## src/rtl/elevator_scheduler_if.sv

```systemverilog
// Request/status bundle between the elevator car controller and its environment.
// The estop signal exists only when ELEV_ESTOP_EN is defined.
interface elevator_scheduler_if #(
    parameter int NUM_FLOORS = 8,
    parameter int FLOOR_W    = 3
);
    logic [NUM_FLOORS-1:0] req_in;
    logic [FLOOR_W-1:0]    cur_floor;
    logic [NUM_FLOORS-1:0] floor_onehot;
    logic                  motor_up;
    logic                  motor_down;
    logic                  door_open;
    logic [NUM_FLOORS-1:0] pending;
    logic                  busy;
`ifdef ELEV_ESTOP_EN
    logic                  estop;

    modport master (
        output req_in, estop,
        input  cur_floor, floor_onehot, motor_up, motor_down, door_open, pending, busy
    );
    modport slave (
        input  req_in, estop,
        output cur_floor, floor_onehot, motor_up, motor_down, door_open, pending, busy
    );
`else
    modport master (
        output req_in,
        input  cur_floor, floor_onehot, motor_up, motor_down, door_open, pending, busy
    );
    modport slave (
        input  req_in,
        output cur_floor, floor_onehot, motor_up, motor_down, door_open, pending, busy
    );
`endif
endinterface

```

## src/rtl/elevator_scheduler.sv

```systemverilog
// SCAN-order elevator car controller: latches floor calls, drives motor/door commands.
// Optional emergency stop is enabled by defining ELEV_ESTOP_EN.
module elevator_scheduler #(
    parameter int NUM_FLOORS    = 8,
    parameter int FLOOR_W       = 3,
    parameter int TRAVEL_CYCLES = 4,
    parameter int DOOR_CYCLES   = 3
) (
    input  logic                 clk,
    input  logic                 rst_n,
    elevator_scheduler_if.slave  bus
);
    localparam int TMAX  = (TRAVEL_CYCLES > DOOR_CYCLES) ? TRAVEL_CYCLES : DOOR_CYCLES;
    localparam int TMR_W = (TMAX > 1) ? $clog2(TMAX) : 1;
    localparam logic [TMR_W-1:0] TRAVEL_LAST = TMR_W'(TRAVEL_CYCLES - 1);
    localparam logic [TMR_W-1:0] DOOR_LAST   = TMR_W'(DOOR_CYCLES - 1);

    typedef enum logic [1:0] {S_IDLE, S_MOVE_UP, S_MOVE_DOWN, S_DOOR_OPEN} state_e;

    state_e                state_q, state_d;
    logic                  dir_q, dir_d;
    logic [FLOOR_W-1:0]    cur_q, cur_d;
    logic [NUM_FLOORS-1:0] pend_q, pend_d;
    logic [TMR_W-1:0]      tmr_q, tmr_d;

    logic [NUM_FLOORS-1:0] cur_oh, up_oh, dn_oh, above_m, below_m;
    logic [NUM_FLOORS-1:0] req_lat, clr;
    logic                  any_above, any_below, ahead_up, ahead_dn, in_door, door_hit;
    logic                  halt;

`ifdef ELEV_ESTOP_EN
    assign halt = bus.estop;
`else
    assign halt = 1'b0;
`endif

    genvar gi;
    generate
        for (gi = 0; gi < NUM_FLOORS; gi++) begin : g_floor
            assign cur_oh[gi]  = (cur_q == FLOOR_W'(gi));
            assign above_m[gi] = (FLOOR_W'(gi) > cur_q);
            assign below_m[gi] = (FLOOR_W'(gi) < cur_q);
        end
    endgenerate

    // Neighbour floors as one-hot masks: the floor the car is about to arrive at.
    assign up_oh = {cur_oh[NUM_FLOORS-2:0], 1'b0};
    assign dn_oh = {1'b0, cur_oh[NUM_FLOORS-1:1]};

    assign any_above = |(pend_q & above_m);
    assign any_below = |(pend_q & below_m);
    assign ahead_up  = |(pend_q & above_m & ~up_oh);
    assign ahead_dn  = |(pend_q & below_m & ~dn_oh);

    // A call for the floor whose door is open extends the door instead of latching.
    assign in_door  = (state_q == S_DOOR_OPEN);
    assign door_hit = in_door & |(bus.req_in & cur_oh);
    assign req_lat  = bus.req_in & ~(in_door ? cur_oh : '0);

    always_comb begin
        state_d = state_q;
        dir_d   = dir_q;
        cur_d   = cur_q;
        tmr_d   = tmr_q;
        clr     = '0;
        if (!halt) begin
            unique case (state_q)
                S_IDLE: begin
                    if (|(pend_q & cur_oh)) begin
                        state_d = S_DOOR_OPEN;
                        tmr_d   = '0;
                        clr     = cur_oh;
                    end else if (any_above && (dir_q || !any_below)) begin
                        state_d = S_MOVE_UP;
                        dir_d   = 1'b1;
                        tmr_d   = '0;
                    end else if (any_below) begin
                        state_d = S_MOVE_DOWN;
                        dir_d   = 1'b0;
                        tmr_d   = '0;
                    end
                end
                S_MOVE_UP: begin
                    if (tmr_q == TRAVEL_LAST) begin
                        cur_d = cur_q + FLOOR_W'(1);
                        tmr_d = '0;
                        if (|(pend_q & up_oh)) begin
                            state_d = S_DOOR_OPEN;
                            clr     = up_oh;
                        end else if (!ahead_up) begin
                            state_d = S_IDLE;
                        end
                    end else begin
                        tmr_d = tmr_q + TMR_W'(1);
                    end
                end
                S_MOVE_DOWN: begin
                    if (tmr_q == TRAVEL_LAST) begin
                        cur_d = cur_q - FLOOR_W'(1);
                        tmr_d = '0;
                        if (|(pend_q & dn_oh)) begin
                            state_d = S_DOOR_OPEN;
                            clr     = dn_oh;
                        end else if (!ahead_dn) begin
                            state_d = S_IDLE;
                        end
                    end else begin
                        tmr_d = tmr_q + TMR_W'(1);
                    end
                end
                S_DOOR_OPEN: begin
                    if (door_hit) begin
                        tmr_d = '0;
                    end else if (tmr_q == DOOR_LAST) begin
                        state_d = S_IDLE;
                        tmr_d   = '0;
                    end else begin
                        tmr_d = tmr_q + TMR_W'(1);
                    end
                end
                default: state_d = S_IDLE;
            endcase
        end
        // Clearing wins over a same-cycle call so the served floor never stays pending.
        pend_d = (pend_q | req_lat) & ~clr;
    end

    always_ff @(posedge clk or negedge rst_n) begin
        if (!rst_n) begin
            state_q <= S_IDLE;
            dir_q   <= 1'b1;
            cur_q   <= '0;
            pend_q  <= '0;
            tmr_q   <= '0;
        end else begin
            state_q <= state_d;
            dir_q   <= dir_d;
            cur_q   <= cur_d;
            pend_q  <= pend_d;
            tmr_q   <= tmr_d;
        end
    end

    assign bus.cur_floor    = cur_q;
    assign bus.floor_onehot = cur_oh;
    assign bus.pending      = pend_q;
    assign bus.motor_up     = (state_q == S_MOVE_UP) & ~halt;
    assign bus.motor_down   = (state_q == S_MOVE_DOWN) & ~halt;
    assign bus.door_open    = in_door;
    assign bus.busy         = (state_q != S_IDLE);
endmodule

```

## src/flat_wrapper.sv

```systemverilog
// flat-port wrapper written by rule: the top's interface ports become plain ports
module elevator_scheduler_flat 
#(
    parameter int NUM_FLOORS    = 8,
    parameter int FLOOR_W       = 3,
    parameter int TRAVEL_CYCLES = 4,
    parameter int DOOR_CYCLES   = 3
)
  (clk, rst_n, bus_req_in, bus_cur_floor, bus_floor_onehot, bus_motor_up, bus_motor_down, bus_door_open, bus_pending, bus_busy);
  elevator_scheduler_if #(.NUM_FLOORS(NUM_FLOORS), .FLOOR_W(FLOOR_W)) bus_i ();
  input  logic clk;
  input  logic rst_n;
  input wire logic [$bits(bus_i.req_in)-1:0] bus_req_in;
  output wire logic [$bits(bus_i.cur_floor)-1:0] bus_cur_floor;
  output wire logic [$bits(bus_i.floor_onehot)-1:0] bus_floor_onehot;
  output wire logic [$bits(bus_i.motor_up)-1:0] bus_motor_up;
  output wire logic [$bits(bus_i.motor_down)-1:0] bus_motor_down;
  output wire logic [$bits(bus_i.door_open)-1:0] bus_door_open;
  output wire logic [$bits(bus_i.pending)-1:0] bus_pending;
  output wire logic [$bits(bus_i.busy)-1:0] bus_busy;
  assign bus_i.req_in = bus_req_in;
  assign bus_cur_floor = bus_i.cur_floor;
  assign bus_floor_onehot = bus_i.floor_onehot;
  assign bus_motor_up = bus_i.motor_up;
  assign bus_motor_down = bus_i.motor_down;
  assign bus_door_open = bus_i.door_open;
  assign bus_pending = bus_i.pending;
  assign bus_busy = bus_i.busy;
  elevator_scheduler #(.NUM_FLOORS(NUM_FLOORS), .FLOOR_W(FLOOR_W), .TRAVEL_CYCLES(TRAVEL_CYCLES), .DOOR_CYCLES(DOOR_CYCLES)) u_core (.clk(clk), .rst_n(rst_n), .bus(bus_i));
endmodule
```

## config.mk

```make
export PLATFORM = sky130hd
export DESIGN_NAME = elevator_scheduler_flat
export DESIGN_NICKNAME = d
export VERILOG_FILES = /design/src/rtl/elevator_scheduler_if.sv /design/src/rtl/elevator_scheduler.sv /design/src/flat_wrapper.sv
export SDC_FILE = /design/constraint.sdc
export NUM_CORES = 1
export LEC_CHECK = 0
export BUFFER_PORTS_ARGS = -buffer_cell sky130_fd_sc_hd__buf_2
export CAP_MARGIN = 20
export CORE_MARGIN = 8
export CORE_UTILIZATION = 30
export CTS_BUF_LIST = sky130_fd_sc_hd__clkbuf_2 sky130_fd_sc_hd__clkbuf_4 sky130_fd_sc_hd__clkbuf_8
export CTS_CLUSTER_SIZE = 8
export DETAILED_ROUTE_END_ITERATION = 12
export PLACE_DENSITY_LB_ADDON = 0.2
export SYNTH_ARGS = -nofsm -noshare
export SYNTH_HDL_FRONTEND = slang
export SYNTH_SLANG_ARGS = --single-unit
```

## constraint.sdc

```tcl
create_clock -name clk -period 7.65 [get_ports clk]
set_input_delay 0.765 -clock clk [delete_from_list [all_inputs] [get_ports clk]]
set_output_delay 0.765 -clock clk [all_outputs]
set_load 0.02 [all_outputs]
```

==> impl_metrics.py, run 1 <==
metrics = {
    "timing": {
        "tns_ns": 0,
        "rsz0062_at_grt": "false",
        "relSlewSlack_pct": 38.5,
        "fin_skew_ns": 0.00105,
        "drv_slew": 0,
        "max_freq_mhz": 326,
        "finalSetupViolCount": 0,
        "tightestPinTransition_ns": 0.922,
        "final-hold-violation-count": 0,
        "min_period_over_period_pct": 40.1,
        "min_period_ns": 3.07,
    },
    "logic_synthesis": {
        "syn-instance-count": 226,
        "synthFlopType": "dfrtp_1",
        "synth-edff-count": 0,
        "syn_avg_cell_area_sq_um": 8.09,
        "yosysUniqueCellTypes": 59,
        "synth_area_leaders": "dfrtp_1, ha_1, a21oi_1",
        "syn-cell-area_sq_um": 1830,
        "seq_area_frac_synth_pct": 22.0,
        "yosys_warnings": 0,
        "synth-seq-cells": 16,
        "synth_top_cell_area_share_pct": 20.5,
        "synth_nets": 251,
        "async_flop_share_pct": 100,
        "synth_area_leader_cell": "dfrtp_1",
    },
    "floorplanning": {
        "core_sq_um": 5920,
        "dieArea_sq_um": 8850,
        "die_x_microns": 94.1,
        "ios": 33,
        "floorplan.rows": 28,
        "die_h_microns": 94.1,
        "start_util_pct": 30.9,
    },
    "setup_path": {
        "rrSetupSlack_ns": 4.58,
        "cp_max_fo": 31,
        "criticalPathCategory": "register to register",
        "arrival_ns": 3.23,
        "cp.required_ns": 7.80,
        "start_kind": "register",
        "critPathCaptureType": "register",
    },
    "global_route": {
        "grt_pass1_wl_microns": 9400,
        "grt_usage_pct": 13.4,
        "grt_pass1_vias": 1774,
        "antenna_found_initial": 0,
        "grt_max_degree": 32,
        "gr-total-overflow": 0,
    },
    "route": {
        "vias": 1786,
        "avgRoutedWirePerCell_microns": 17.8,
        "ant_nets": 0,
        "routed_wirelength_microns": 5670,
        "drtIter0Drc": 121,
        "drt-pass1-iter-count": 4,
        "detail_route.vias_per_cell": 5.62,
        "drc": 0,
    },
    "layout": {
        "antenna_cells": 0,
        "utilization_pct": 33.5,
        "fin_nets": 269,
        "drive_gt1_share_pct": 19.8,
        "area_growth_pct": 8.42,
    },
    "cts": {
        "clk_pin_slew_ns": 0.08,
        "root_buffer": "clkbuf_8",
        "cts_tree": "yes",
        "h-tree-depth": 1,
        "ctsHoldBuffers": 0,
        "cts_buffer_depth": 2,
        "cts_post_setup_buffers_inserted": 0,
        "cts-buffers-inserted": 3,
        "clock_sinks": 16,
        "clk_latency_ns": 0.26,
        "cts_resized": 0,
    },
    "placement": {
        "dp_hpwl_microns": 4320,
        "place.gp.congestion": 0.846,
        "port_buffers": 32,
    },
    "pwr": {
        "internal_power_uw": 348,
        "vdd_drop_max_mv": 0.194,
        "combPwrFrac_pct": 65.3,
        "power.static_leakage_uw": 0.000801,
        "power.switching_uw": 400,
        "seq_power_share_pct": 23.6,
        "p_per_area_nw_per_um2": 377,
        "swShare_pct": 53.5,
        "clkPwrFrac_pct": 11.1,
    },
    "worst_hold_path": {
        "worst_hold_path_type": "primary input to asynchronous set/reset pin",
    },
    "run_status": {
        "status": "completed",
    },
    "job": {
        "maxCapViolations": 0,
    },
}
[cells in the mapped netlist (4+ instances only)]
cell type and n:
a21oi_1 19, a222oi_1 5, a22oi_1 5, a31oi_1 4, buf_2 6, buf_6 5, dfrtp_1 15, ha_1 15
inv_1 16, nand2_1 25, nand2b_1 4, nor2_1 23, nor2b_1 5, o21ai_0 13
[power groups by stage]
stage               combinational, uW  clock, uW  sequential, uW
finish                            488       83.1             177
floorplan                         416          0             150
global placement                  492          0             180
detailed placement                489          0             179
CTS                               492       85.5             177
global route                      541       90.7             186
[state kept, by name (all words and copies together), names as in the netlist]
register and flops:
u_core.bus.cur_floor 3, u_core.bus.pending 8, u_core.dir_q 1, u_core.state_q 2, u_core.tmr_q 2
[logic make-up (layout without fill, tap and decap cells)]
logic type	Yosys count	after routing	synth area share, %
AND/OR/NAND/NOR	72	72	19.4
flip-flops	16	16	22.0
buffers and inverters	35	52	11.8
AO/OA/AOI/OAI	86	86	35.5
XOR/XNOR	1	1	0.479
multiplexers	1	1	0.616
adder cells (fa/ha/maj)	15	15	10.3
[cell type report]
class                           count  area (sq um)
Inverter                           16          60.1
Clock buffer                        4          55.1
Tap cell                           75          93.8
Multi-Input combinational cell    175          1210
Sequential cell                    16           402
Timing Repair Buffer               32           160
Fill cell                         638          3940
[metal layers]
metal  up-vias  wire length (microns)  global-route usage (%)
li1        873                      -                       -
met1       845                   2590                    17.0
met2        58                   2570                    20.8
met3        10                    356                    3.12
met4         0                    147                    6.08
met5         -                      0                       0
[placed cells by master, fill, tap and decap left out, types with 3 or more instances in the layout]
cell type,count
nand2_1,25
inv_1,16
ha_1,15
o21ai_0,13
a222oi_1,5
a221o_1,3
a31oi_1,4
a22oi_1,5
nand2b_1,4
a22o_1,3
nor2b_1,5
dfrtp_1,15
nor2_1,23
buf_2,32
clkbuf_8,4
o22ai_1,3
a21oi_1,19
a32oi_1,3
[final timing paths]
check / cells after the start / startpoint / to
max: 7 / u_core.bus.cur_floor[2] / u_core.state_q[0]
min: 1 / rst_n / u_core.bus.cur_floor[0]
max reg2reg: 7 / u_core.bus.cur_floor[2] / u_core.state_q[0]
min reg2reg: 2 / u_core.dir_q / u_core.dir_q
max in group asynchronous: 1 / rst_n / u_core.dir_q
min in group clk: 2 / u_core.dir_q / u_core.dir_q
[per-stage QoR]
step	total power [uW]	hold WS [ns]	cells	worst slack, ns	instance area (sq um)
floorplan	566	0.466	226	5.06	1830
global placement	671	0.498	314	4.72	1930
detailed placement	668	0.494	314	4.64	1930
CTS	754	0.453	318	4.62	1980
global route	818	0.465	318	4.34	1980
finish	748	0.437	318	4.58	1980
[critical path, cell delays in order (launching register included)]
cell and delay [ns]:
dfrtp_1 0.95, ha_1 0.47, nand2b_1 0.19, a21boi_0 0.19
o221ai_1 0.14, nor4_1 0.66, o311ai_4 0.14, a32o_2 0.24
No activity file was read; power rests on OpenSTA's default activity.
==> run 2, diff against run 1 <==
Clock period 7.65 ns to 2.8 ns, I/O delays scaled along.
==> run 2 against run 1 <==
Against the previous run: via count is 5.9% higher; worst hold slack worse by 0.16 ns; critical path type unchanged; die area stayed put; combinational power grew to 3.1 times the previous value; clock skew is 0.0013 ns higher; clock power grew to 2.7 times the previous value; first-iteration DRC count is 55% higher; highest routed layer unchanged; register-to-register slack worse by 4.4 ns; fmax is 19% higher; routed wire length is 3.1% higher.
==> impl_metrics.py, run 2 (synthesis results as in run 1) <==
metrics = {
    "cts": {
        "ctsHoldBuffers": 1,
        "cts_resized": 0,
        "cts-buffers-inserted": 3,
        "cts_tree": "yes",
        "clk_latency_ns": 0.25,
        "h-tree-depth": 1,
        "clock_sinks": 16,
        "clk_pin_slew_ns": 0.08,
        "root_buffer": "clkbuf_8",
        "cts_post_setup_buffers_inserted": 0,
        "cts_buffer_depth": 2,
    },
    "floorplanning": {
        "core_sq_um": 5920,
        "die_h_microns": 94.1,
        "ios": 33,
        "die_x_microns": 94.1,
        "dieArea_sq_um": 8850,
        "floorplan.rows": 28,
        "start_util_pct": 30.9,
    },
    "timing": {
        "max_freq_mhz": 389,
        "rsz0062_at_grt": "false",
        "min_period_over_period_pct": 91.9,
        "final-hold-violation-count": 0,
        "tightestPinTransition_ns": 0.554,
        "finalWorstSetupSlack_ns": 0.227,
        "fin_skew_ns": 0.00234,
        "tns_ns": 0,
        "finalSetupViolCount": 0,
        "min_period_ns": 2.57,
        "drv_slew": 0,
        "relSlewSlack_pct": 63.1,
    },
    "setup_path": {
        "start_kind": "register",
        "criticalPathCategory": "register to register",
        "critPathCaptureType": "register",
        "arrival_ns": 2.72,
        "r2r_cells": 9,
        "cp.required_ns": 2.95,
        "cp_max_fo": 9,
    },
    "layout": {
        "final_common_cell": "buf_2",
        "area_growth_pct": 13.1,
        "fin_cells": 329,
        "fin_nets": 280,
        "drive_gt1_share_pct": 22.8,
        "utilization_pct": 34.9,
        "largest_reg_flops": 8,
        "antenna_cells": 0,
        "final_cell_mix": "buf_2, nand2_1, nor2_1, a21oi_1, inv_1",
    },
    "pwr": {
        "power.static_leakage_uw": 0.000855,
        "finalPower_uw": 2130,
        "swShare_pct": 52.4,
        "seq_power_share_pct": 18.9,
        "clkPwrFrac_pct": 10.4,
        "internal_power_uw": 1010,
        "combPwrFrac_pct": 70.7,
        "p_per_area_nw_per_um2": 1030,
        "vdd_drop_max_mv": 0.453,
        "power.switching_uw": 1120,
    },
    "global_route": {
        "antenna_found_initial": 0,
        "grt_pass1_wl_microns": 9520,
        "grt_pass1_vias": 1800,
        "grt_usage_pct": 13.3,
        "grt_max_degree": 31,
        "gr-total-overflow": 0,
    },
    "worst_hold_path": {
        "hold_path_depth": 3,
        "worst_hold_path_type": "primary input to register",
    },
    "route": {
        "drt-pass1-iter-count": 6,
        "drtIter0Drc": 188,
        "vias": 1892,
        "detail_route.vias_per_cell": 5.75,
        "drc": 0,
        "ant_nets": 0,
        "avgRoutedWirePerCell_microns": 17.7,
        "routed_wirelength_microns": 5840,
    },
    "placement": {
        "dp_hpwl_microns": 4460,
        "place_inst": 324,
        "pre_cts_slack_ns": 0.342,
        "port_buffers": 32,
        "place.gp.congestion": 0.862,
    },
    "job": {
        "maxCapViolations": 0,
    },
    "run_status": {
        "status": "completed",
    },
}
-- run 2: worst max-delay path, cell delays in order, from the launching register on --
cell and delay [ns]:
dfrtp_1 0.42, ha_1 0.17, ha_1 0.35, nand2b_1 0.19, a21boi_0 0.20, o221ai_1 0.15
nor4_1 0.45, buf_4 0.21, o311ai_4 0.08, a32o_2 0.23
-- run 2: power by group through the flow --
stage	clock network [uW]	logic (uW)	registers (uW)
after floorplan	0	1140	410
after global placement	0	1510	407
after detailed placement	0	1500	406
after CTS	232	1510	402
after global routing	245	1660	416
final	221	1510	402
-- run 2: worst paths after layout --
path,slack [ns],start,end
setup reg to reg,0.23,u_core.bus.cur_floor[0],u_core.state_q[0]
hold / removal,0.28,bus_req_in[6],u_core.bus.pending[6]
hold reg to reg,0.52,u_core.dir_q,u_core.dir_q
min in group asynchronous,0.49,rst_n,u_core.bus.cur_floor[1]
setup / recovery,0.23,u_core.bus.cur_floor[0],u_core.state_q[0]
max in group asynchronous,1.98,rst_n,u_core.dir_q
-- run 2: layer usage --
metal | GRT usage (%) | vias up | wire (microns)
met1 | 18.0 | 918 | 2630
met4 | 4.36 | 0 | 64
li1 | - | 896 | -
met5 | 0 | - | 0
met2 | 20.7 | 74 | 2710
met3 | 2.40 | 4 | 441
-- run 2: area by class of cell --
type,count,area (sq um)
Fill cell,644,3850
Timing Repair Buffer,43,245
Inverter,16,60.1
Sequential cell,16,402
Clock buffer,4,55.1
Tap cell,75,93.8
Multi-Input combinational cell,175,1210
-- run 2: stage by stage --
step	instance area [sq um]	hold WS, ns
CTS	2070	0.281
finish	2070	0.281
floorplan	1830	-0.0156
global placement	2000	0.245
global route	2070	0.282
detailed placement	2000	0.246
